`config.mk`:
```
export PLATFORM = sky130hd
export DESIGN_NAME = mem_access_sequencer_flat
export DESIGN_NICKNAME = d
export VERILOG_FILES = /design/src/rtl/mem_access_sequencer_if.sv /design/src/rtl/mem_access_sequencer.sv /design/src/flat_wrapper.sv
export SDC_FILE = /design/constraint.sdc
export NUM_CORES = 1
export LEC_CHECK = 0
export CORE_MARGIN = 10
export CORE_UTILIZATION = 40
export DETAILED_ROUTE_END_ITERATION = 6
export GPL_ROUTABILITY_DRIVEN = 0
export PLACE_DENSITY = 0.69
export SLEW_MARGIN = 20
export SYNTH_ARGS = -nofsm -noshare
export SYNTH_HDL_FRONTEND = slang
export SYNTH_SLANG_ARGS = --single-unit
```
`constraint.sdc`:
```
create_clock -name CLK -period 3.1 [get_ports CLK]
set_input_delay 0.62 -clock CLK [delete_from_list [all_inputs] [get_ports CLK]]
set_output_delay 0.62 -clock CLK [all_outputs]
set_load 0.05 [all_outputs]
```
`src/rtl/mem_access_sequencer_if.sv`:
```
// Memory/control bundle between the sequencer and the surrounding RV32I datapath.
// Carries the instruction word, the memory handshake and every sequencer control output.
// master = sequencer side, slave = datapath/memory side.
interface mem_access_sequencer_if #(
  parameter int CNT_W = 32
);
  logic [31:0]      INSN;
  logic             mem_ready;
  logic [1:0]       addr_lsb;
  logic             mem_req;
  logic             mem_we;
  logic [1:0]       mem_size;
  logic             addr_sel;
  logic             ir_load;
  logic             pc_we;
  logic             rd_we;
  logic             retire;
  logic [CNT_W-1:0] retired_cnt;
  logic             busy;
  logic             fault;
  logic [1:0]       fault_code;

  modport master (
    input  INSN, mem_ready, addr_lsb,
    output mem_req, mem_we, mem_size, addr_sel, ir_load, pc_we, rd_we,
           retire, retired_cnt, busy, fault, fault_code
  );

  modport slave (
    output INSN, mem_ready, addr_lsb,
    input  mem_req, mem_we, mem_size, addr_sel, ir_load, pc_we, rd_we,
           retire, retired_cnt, busy, fault, fault_code
  );
endinterface

```
`src/rtl/mem_access_sequencer.sv`:
```
// Multi-cycle FETCH/DECODE/EXEC/MEM/WB sequencer sharing one memory port between fetch and data.
// Latency (zero-wait memory): BRANCH 3, ALU-class 4, STORE 4, LOAD 5 cycles per instruction.
// Memory request held stable until mem_ready; a request waiting TIMEOUT cycles faults (sticky).
module mem_access_sequencer #(
  parameter int TIMEOUT = 16,
  parameter int CNT_W   = 32
) (
  input logic                    CLK,
  input logic                    RESET,
  mem_access_sequencer_if.master bus
);

  localparam logic [2:0] ST_RST    = 3'd0;
  localparam logic [2:0] ST_FETCH  = 3'd1;
  localparam logic [2:0] ST_DECODE = 3'd2;
  localparam logic [2:0] ST_EXEC   = 3'd3;
  localparam logic [2:0] ST_MEM    = 3'd4;
  localparam logic [2:0] ST_WB     = 3'd5;
  localparam logic [2:0] ST_FAULT  = 3'd6;

  localparam logic [1:0] FC_NONE     = 2'b00;
  localparam logic [1:0] FC_ILLEGAL  = 2'b01;
  localparam logic [1:0] FC_MISALIGN = 2'b10;
  localparam logic [1:0] FC_TIMEOUT  = 2'b11;

  localparam logic [7:0] WAIT_LAST = 8'(TIMEOUT - 1);

  logic [2:0]       state_q, state_d;
  logic [1:0]       code_q, code_d;
  logic [7:0]       wait_q, wait_d;
  logic [CNT_W-1:0] cnt_q, cnt_d;

  logic [6:0] opcode;
  logic [2:0] funct3;
  logic       is_load, is_store, is_branch, is_alu;
  logic       illegal, misaligned, wait_expired;
  logic       retire_c;

  // Only opcode and funct3 steer the timing; the rest of the word belongs to the datapath.
  logic unused_insn_bits;
  assign unused_insn_bits = ^{bus.INSN[31:15], bus.INSN[11:7]};

  assign opcode = bus.INSN[6:0];
  assign funct3 = bus.INSN[14:12];

  // Instruction classification and legality/alignment checks.
  always_comb begin
    is_load   = (opcode == 7'b0000011);
    is_store  = (opcode == 7'b0100011);
    is_branch = (opcode == 7'b1100011);
    is_alu    = (opcode == 7'b0010011) || (opcode == 7'b0110011) ||
                (opcode == 7'b0110111) || (opcode == 7'b0010111) ||
                (opcode == 7'b1101111) || (opcode == 7'b1100111);
    illegal   = !(is_load || is_store || is_branch || is_alu) ||
                (is_load  && (funct3 == 3'b011 || funct3 == 3'b110 || funct3 == 3'b111)) ||
                (is_store && (funct3[2] || funct3 == 3'b011));
    // funct3[1:0] is the access size for both signed and unsigned loads.
    misaligned = ((funct3[1:0] == 2'b01) && bus.addr_lsb[0]) ||
                 ((funct3[1:0] == 2'b10) && (bus.addr_lsb != 2'b00));
    // A ready on the last allowed cycle still completes the request.
    wait_expired = !bus.mem_ready && (wait_q == WAIT_LAST);
  end

  // Next-state, fault-code and wait-counter logic.
  always_comb begin
    state_d = state_q;
    code_d  = code_q;
    case (state_q)
      ST_RST:    state_d = ST_FETCH;
      ST_FETCH: begin
        if (bus.mem_ready) begin
          state_d = ST_DECODE;
        end else if (wait_expired) begin
          state_d = ST_FAULT;
          code_d  = FC_TIMEOUT;
        end
      end
      ST_DECODE: begin
        if (illegal) begin
          state_d = ST_FAULT;
          code_d  = FC_ILLEGAL;
        end else begin
          state_d = ST_EXEC;
        end
      end
      ST_EXEC: begin
        if (is_load || is_store) begin
          if (misaligned) begin
            state_d = ST_FAULT;
            code_d  = FC_MISALIGN;
          end else begin
            state_d = ST_MEM;
          end
        end else if (is_branch) begin
          state_d = ST_FETCH;
        end else begin
          state_d = ST_WB;
        end
      end
      ST_MEM: begin
        if (bus.mem_ready) begin
          state_d = is_store ? ST_FETCH : ST_WB;
        end else if (wait_expired) begin
          state_d = ST_FAULT;
          code_d  = FC_TIMEOUT;
        end
      end
      ST_WB:     state_d = ST_FETCH;
      ST_FAULT:  state_d = ST_FAULT;
      default: begin
        state_d = ST_FAULT;
        code_d  = FC_ILLEGAL;
      end
    endcase

    // Any state change restarts the wait count, so FETCH and MEM always start from zero.
    if (state_d != state_q) begin
      wait_d = 8'd0;
    end else if ((state_q == ST_FETCH || state_q == ST_MEM) && !bus.mem_ready) begin
      wait_d = wait_q + 8'd1;
    end else begin
      wait_d = wait_q;
    end
  end

  // Moore-decoded controls; ir_load, pc_we and retire also qualify on mem_ready where needed.
  always_comb begin
    bus.mem_req  = 1'b0;
    bus.mem_we   = 1'b0;
    bus.mem_size = 2'b00;
    bus.addr_sel = 1'b0;
    bus.ir_load  = 1'b0;
    bus.pc_we    = 1'b0;
    bus.rd_we    = 1'b0;
    retire_c     = 1'b0;
    case (state_q)
      ST_FETCH: begin
        bus.mem_req  = 1'b1;
        bus.mem_size = 2'b10;
        bus.ir_load  = bus.mem_ready;
      end
      ST_EXEC: begin
        bus.pc_we = is_branch;
        retire_c  = is_branch;
      end
      ST_MEM: begin
        bus.mem_req  = 1'b1;
        bus.addr_sel = 1'b1;
        bus.mem_we   = is_store;
        bus.mem_size = funct3[1:0];
        bus.pc_we    = is_store && bus.mem_ready;
        retire_c     = is_store && bus.mem_ready;
      end
      ST_WB: begin
        bus.rd_we = 1'b1;
        bus.pc_we = 1'b1;
        retire_c  = 1'b1;
      end
      default: ;
    endcase
    bus.retire     = retire_c;
    bus.busy       = (state_q != ST_RST) && (state_q != ST_FAULT);
    bus.fault      = (state_q == ST_FAULT);
    bus.fault_code = code_q;
    cnt_d          = cnt_q + CNT_W'(retire_c);
  end

  assign bus.retired_cnt = cnt_q;

  // State registers; reset drops any pending request immediately.
  always_ff @(posedge CLK or posedge RESET) begin
    if (RESET) begin
      state_q <= ST_RST;
      code_q  <= FC_NONE;
      wait_q  <= 8'd0;
      cnt_q   <= '0;
    end else begin
      state_q <= state_d;
      code_q  <= code_d;
      wait_q  <= wait_d;
      cnt_q   <= cnt_d;
    end
  end

endmodule

```
`src/flat_wrapper.sv`:
```
// flat-port wrapper written by rule: the top's interface ports become plain ports
module mem_access_sequencer_flat 
#(
  parameter int TIMEOUT = 16,
  parameter int CNT_W   = 32
)
  (CLK, RESET, bus_INSN, bus_mem_ready, bus_addr_lsb, bus_mem_req, bus_mem_we, bus_mem_size, bus_addr_sel, bus_ir_load, bus_pc_we, bus_rd_we, bus_retire, bus_retired_cnt, bus_busy, bus_fault, bus_fault_code);
  mem_access_sequencer_if #(.CNT_W(CNT_W)) bus_i ();
  input logic CLK;
  input logic RESET;
  input wire logic [$bits(bus_i.INSN)-1:0] bus_INSN;
  input wire logic [$bits(bus_i.mem_ready)-1:0] bus_mem_ready;
  input wire logic [$bits(bus_i.addr_lsb)-1:0] bus_addr_lsb;
  output wire logic [$bits(bus_i.mem_req)-1:0] bus_mem_req;
  output wire logic [$bits(bus_i.mem_we)-1:0] bus_mem_we;
  output wire logic [$bits(bus_i.mem_size)-1:0] bus_mem_size;
  output wire logic [$bits(bus_i.addr_sel)-1:0] bus_addr_sel;
  output wire logic [$bits(bus_i.ir_load)-1:0] bus_ir_load;
  output wire logic [$bits(bus_i.pc_we)-1:0] bus_pc_we;
  output wire logic [$bits(bus_i.rd_we)-1:0] bus_rd_we;
  output wire logic [$bits(bus_i.retire)-1:0] bus_retire;
  output wire logic [$bits(bus_i.retired_cnt)-1:0] bus_retired_cnt;
  output wire logic [$bits(bus_i.busy)-1:0] bus_busy;
  output wire logic [$bits(bus_i.fault)-1:0] bus_fault;
  output wire logic [$bits(bus_i.fault_code)-1:0] bus_fault_code;
  assign bus_i.INSN = bus_INSN;
  assign bus_i.mem_ready = bus_mem_ready;
  assign bus_i.addr_lsb = bus_addr_lsb;
  assign bus_mem_req = bus_i.mem_req;
  assign bus_mem_we = bus_i.mem_we;
  assign bus_mem_size = bus_i.mem_size;
  assign bus_addr_sel = bus_i.addr_sel;
  assign bus_ir_load = bus_i.ir_load;
  assign bus_pc_we = bus_i.pc_we;
  assign bus_rd_we = bus_i.rd_we;
  assign bus_retire = bus_i.retire;
  assign bus_retired_cnt = bus_i.retired_cnt;
  assign bus_busy = bus_i.busy;
  assign bus_fault = bus_i.fault;
  assign bus_fault_code = bus_i.fault_code;
  mem_access_sequencer #(.TIMEOUT(TIMEOUT), .CNT_W(CNT_W)) u_core (.CLK(CLK), .RESET(RESET), .bus(bus_i));
endmodule
```
* After elaboration in Yosys (flattened, before gate mapping)
Index checks and enable logic that the tools add are counted.
Operators by class: add/subtract/negate cells 2, equal/unequal tests 28, multiplexer cells 24, bitwise logic cells 1, reductions and logical operators 33
Operator list (number):
- $add A32 B1 Y32 | 1
- $eq A7 B6 Y1 const B | 3
- $eq A7 B7 Y1 const B | 3
- $mux W3 | 7
- $mux W8 | 2
- $eq A3 B3 Y1 const B | 5
- $logic_or A1 B1 Y1 | 15
- $pmux W3 S5 | 1
- $eq A7 B5 Y1 const B | 2
- $mux W2 | 6
- $eq A3 B2 Y1 const B | 3
- $add A8 B1 Y8 const B | 1
- $eq A8 B4 Y1 const B | 1
- $logic_and A1 B1 Y1 | 8
- $ne A2 B1 Y1 const B | 4
- $pmux W2 S4 | 1
- $eq A7 B2 Y1 const B | 1
- $reduce_and A6 Y1 | 1
- $mux W1 | 5
- $pmux W2 S2 | 1
- $reduce_bool A2 Y1 | 2
- $reduce_or A2 Y1 | 2
- $eq A3 B1 Y1 const B | 1
- $logic_not A3 Y1 | 1
- 10 further kinds | 11
Storage, ports and cells: register bits after elaboration 45, input port bits 37, logic and storage cells 92

* Logic depth before layout (Yosys ltp)
depth after elaboration 14, depth in mapped cells 13

* Worst setup path after synthesis
No wires, ideal clock.
path type register to register, start point register u_core.state_q[0], end point register u_core.cnt_q[30], in the netlist u_core.bus.retired_cnt[30], setup time 0.082 ns, arrival 4.333 ns, data required time 3.018 ns, path slack -1.315 ns, stages on the path, launching flop included 14, buffers on the path 1, cells stage by stage dfrtp_1 clkbuf_1 nand2b_1 nor2_1 and3_1 a22o_1 ha_1 ha_1 and4_1 and4_1 nor3b_2 nand4_1 nor2_1 xor2_1
On the way: word-level cells in the longest chain between the ends 3, elaborated cells on any way between the ends 5, those cells by class add/sub (1); eq/ne (3); mux (1)
Ends and longest elaborated chain:
- start: declaration | line mem_access_sequencer.sv:28 | logic [2:0] state_q, state_d;
- start signal: assignment | line mem_access_sequencer.sv:178 | state_q <= state_d;
- $eq A3 B3 Y1 or $eq A3 B2 Y1 (tied branches)
- $pmux W1 S3 (*)
- via bus_pc_we | line flat_wrapper.sv:19 | output wire logic [$bits(bus_i.pc_we)-1:0] bus_pc_we;
- $add A32 B1 Y32 (*) | line mem_access_sequencer.sv:165 | cnt_d = cnt_q + CNT_W'(retire_c);
- via u_core.cnt_d[30] | line mem_access_sequencer.sv:31 | logic [CNT_W-1:0] cnt_q, cnt_d;
- end signal: assignment | line mem_access_sequencer.sv:181 | cnt_q <= cnt_d;
- end: declaration | line mem_access_sequencer.sv:31
The timed path passes the listed nets; every way through them passes the cells marked *. A chain may end at the register's enable or synchronous reset.

* Final worst setup path
start point input bus_INSN[5], end point register u_core.cnt_q[28], in the netlist u_core.bus.retired_cnt[28]
On the way: word-level cells in the longest chain between the ends 4, elaborated cells on any way between the ends 5, those cells by class add/sub (1); eq/ne (2); mux (1); reduce/logical (1)
Ends and longest elaborated chain:
- start: declaration | line flat_wrapper.sv:11 | input wire logic [$bits(bus_i.INSN)-1:0] bus_INSN;
- $eq A7 B6 Y1 | line mem_access_sequencer.sv:49 | is_store = (opcode == 7'b0100011);
- $logic_and A1 B1 Y1 | line mem_access_sequencer.sv:152 | retire_c = is_store && bus.mem_ready;
- $pmux W1 S3 (*) | line mem_access_sequencer.sv:136 | case (state_q)
- $add A32 B1 Y32 (*) | line mem_access_sequencer.sv:165
- via u_core.cnt_d[28] | line mem_access_sequencer.sv:31
Marks and branches as above.

==> summary.txt <==
GRT
  – Vias in the first global route: 2080
  – Grt ovf: 0
  – Initial antenna violation count: 0
  – Largest net degree at the start of global routing: 46
  – Global-route wire length before repair: 9.98 mm
  – All-Layer GR Usage: 12.2%

Cells and area
  – Filler cells: 535
  – Fin cells: 399
  – ANT cells: 0
  – Fin area: 3440 um2
  – Share of cells above drive strength 1: 19.8%
  – Synth-to-Final Area Change: 42.8%
  – Final Net Count: 363

CTS
  – TritonCTS clock tree: yes
  – Clock transition at path regs: 0.08 ns
  – H-tree Lvls: 2
  – CTS max path bufs: 2
  – Hold_buf cts: 0
  – Root Driver: clkbuf_8
  – TritonCTS buffer count: 5
  – Clock Sinks: 45
  – Clock latency on the worst-skew pair: 0.30 ns

Synthesis
  – Synth cell count leaders: dfrtp_1, nor2_1, xnor2_1
  – Syn Area/Cell: 10.1 um2
  – Seq/Total Area, Yosys: 46.8%
  – Post-synthesis instance area: 2410 um2
  – Yosys top cell area share: 46.8%
  – Netlist cell types: 51
  – Synth area leader: dfrtp_1
  – Count leader, synth: dfrtp_1
  – Ys Warns: 0
  – Post-synth EDFFs: 0
  – Mapped Nets: 278
  – Dominant synthesized flop cell: dfrtp_1
  – Syn Inst Count: 238
  – Async S/R FF share, synth: 100%
  – Area contributors post-synth: dfrtp_1, xnor2_1, xor2_1
  – #FFs+latches synth: 45

Drt
  – DRC errors left: 0
  – Drt via density: 5.08
  – Routed wl met2: 2.94 mm
  – Met3 wire length: 352 um
  – Max Used Layer: met4
  – WL final: 5.83 mm
  – TritonRoute pass-1 iters: 4
  – Via count: 2028
  – Post-route antenna net violation count: 0
  – Wl on met1: 2.48 mm
  – Iter 0 DRT Violations: 75
  – Wire per inst: 14.6 um

Outcome
  – Status: completed

Setup path
  – Critical Path RT: 3.32 ns
  – Crit Path Max Fanout: 3
  – Critical Path Start Type: primary input
  – Worst setup path class: primary input to flop
  – CP Capture Type: flop
  – Crit path DAT: 3.19 ns

Power and ir drop
  – PD cells: 640 nW/um2
  – Sw Share: 43.8%
  – Pleak: 0.00150 uW
  – Total power draw: 2200 uW
  – Sequential share of power: 33.6%
  – VDD IR-drop max: 534 uV
  – Combinational share of power: 50.5%
  – Switching pwr: 964 uW
  – P_int: 1240 uW
  – Clk network pwr share: 15.9%

Timing
  – Final Cycle Share: 95.7%
  – Fin Hold WS: 0.481 ns
  – Tmin final: 2.97 ns
  – Fin. max-slew vios: 0
  – Fin. Hold Viols: 0
  – Worst Setup Slack, final: 0.134 ns
  – Worst-margin pin slew: 0.916 ns
  – Setup Skew: 0.00524 ns
  – Worst slew margin: 38.8%
  – RSZ-0062 raised after global routing: false
  – F_max: 337 MHz
  – Setup Viol. Count Final: 0

Placement
  – DP HPWL: 4.41 mm
  – I/O Buffers: 59
  – Placed cell area: 3310 um2
  – DP Worst Slack: -0.430 ns
  – Inst Count DP: 385

Floorplan
  – Rows: 28
  – Io pins: 82
  – Die Y: 97.6 um
  – Full die area: 9520 um2
  – Core ar.: 5890 um2
  – Initial Util: 40.9%
  – Die X: 97.6 um

Min path
  – HP Class: flop to flop

Run
  – Max-Cap Viols: 0
-- state kept, by name (all words and copies together), names as in the netlist --
register / count
u_core.bus.fault_code: 2
u_core.bus.retired_cnt: 32
u_core.state_q: 3
u_core.wait_q: 8
-- layout by cell type (no fill, tap or decap), types with 2 or more instances in the layout --
master           instances
and3_1                  11
clkbuf_1                 3
nor3b_1                  2
clkbuf_8                 5
ha_4                     2
o21ai_0                  7
inv_1                    4
and2_1                   6
nor2_2                   2
nand4_1                  5
and4_4                   2
dlygate4sd2_1            2
a21oi_1                  8
xnor2_1                 24
nand3_1                 12
xor2_1                  13
nor2_1                  21
clkdlybuf4s50_1         48
nand2b_1                 4
buf_12                   4
a21oi_2                  2
nor3_1                   2
nor2b_1                  2
dfrtp_1                 45
nand2_1                 22
nor3b_4                  2
buf_4                   28
-- logic make-up (layout without fill, tap and decap cells) --
family	Yosys count	count (layout)	synth area share (%)
flops	45	45	46.8
fa+ha+maj	3	3	1.56
simple gates	105	105	24.4
compound gates	31	31	9.61
xor+xnor	37	37	13.5
mux	4	4	1.97
buf+inv	13	99	2.29
-- area by class of cell --
class | count | area (um2) | share of cell area (%)
repair buffers | 85 | 816 | 23.7
inverters | 6 | 22.5 | 0.655
clock buffers | 8 | 80.1 | 2.33
well taps | 75 | 93.8 | 2.73
flip-flops and latches | 45 | 1130 | 32.7
multi-input cells | 180 | 1300 | 37.8
-- power by group through the flow --
stage / Combinational, uW / Clock [uW] / Sequential, uW
after floorplan: 657 / 0 / 845
after global placement: 1110 / 0 / 748
after detailed placement: 1110 / 0 / 748
after CTS: 1120 / 364 / 737
after global routing: 1200 / 386 / 752
final: 1110 / 351 / 740
-- worst max-delay path: stages --
cell             delay [ns]
clkdlybuf4s50_1        0.47
nor2b_1                0.18
nand3_1                0.10
o21ai_1                0.17
a22o_4                 0.17
ha_4                   0.13
ha_4                   0.12
and4_4                 0.22
and4_4                 0.22
nor3b_4                0.22
nand4_1                0.25
nor2_2                 0.17
xor2_1                 0.15
-- per-layer routing --
layer	up-vias	track usage [%]
met5	-	0
met4	0	3.36
met3	7	3.70
met2	44	20.3
met1	983	14.7
li1	994	-
-- path summary, 6_finish.rpt --
path,start,to,slack [ns],cells after the start
max in group asynchronous,RESET,u_core.bus.retired_cnt[14],1.68,2
min in group asynchronous,RESET,u_core.bus.retired_cnt[18],0.84,2
worst min-delay path,u_core.bus.retired_cnt[31],u_core.bus.retired_cnt[31],0.48,1
worst min register to register,u_core.bus.retired_cnt[31],u_core.bus.retired_cnt[31],0.48,1
worst max-delay path,bus_INSN[5],u_core.bus.retired_cnt[28],0.13,13
worst max register to register,u_core.state_q[2],u_core.bus.retired_cnt[28],0.34,12
-- per-stage QoR --
| stage | TNS, ns | util, % |
|---|---|---|
| 6_report | 0 | 58.4 |
| 5_1_grt | 0 | 58.4 |
| 4_1_cts | 0 | 58.0 |
| 3_5_place_dp | -3.51 | 56.3 |
| 3_3_place_gp | -2.83 | 56.3 |
| 2_1_floorplan | -0.523 | - |
-- repair_timing --
action / in CTS / in global routing
buffers inserted: 3 / 3
endpoints found under the hold margin: 0 / 0
setup endpoints to repair: 3 / 2
gates resized for setup: 5 / 7
pin swaps: 7 / 6
Power figures use the tool's default switching activity.
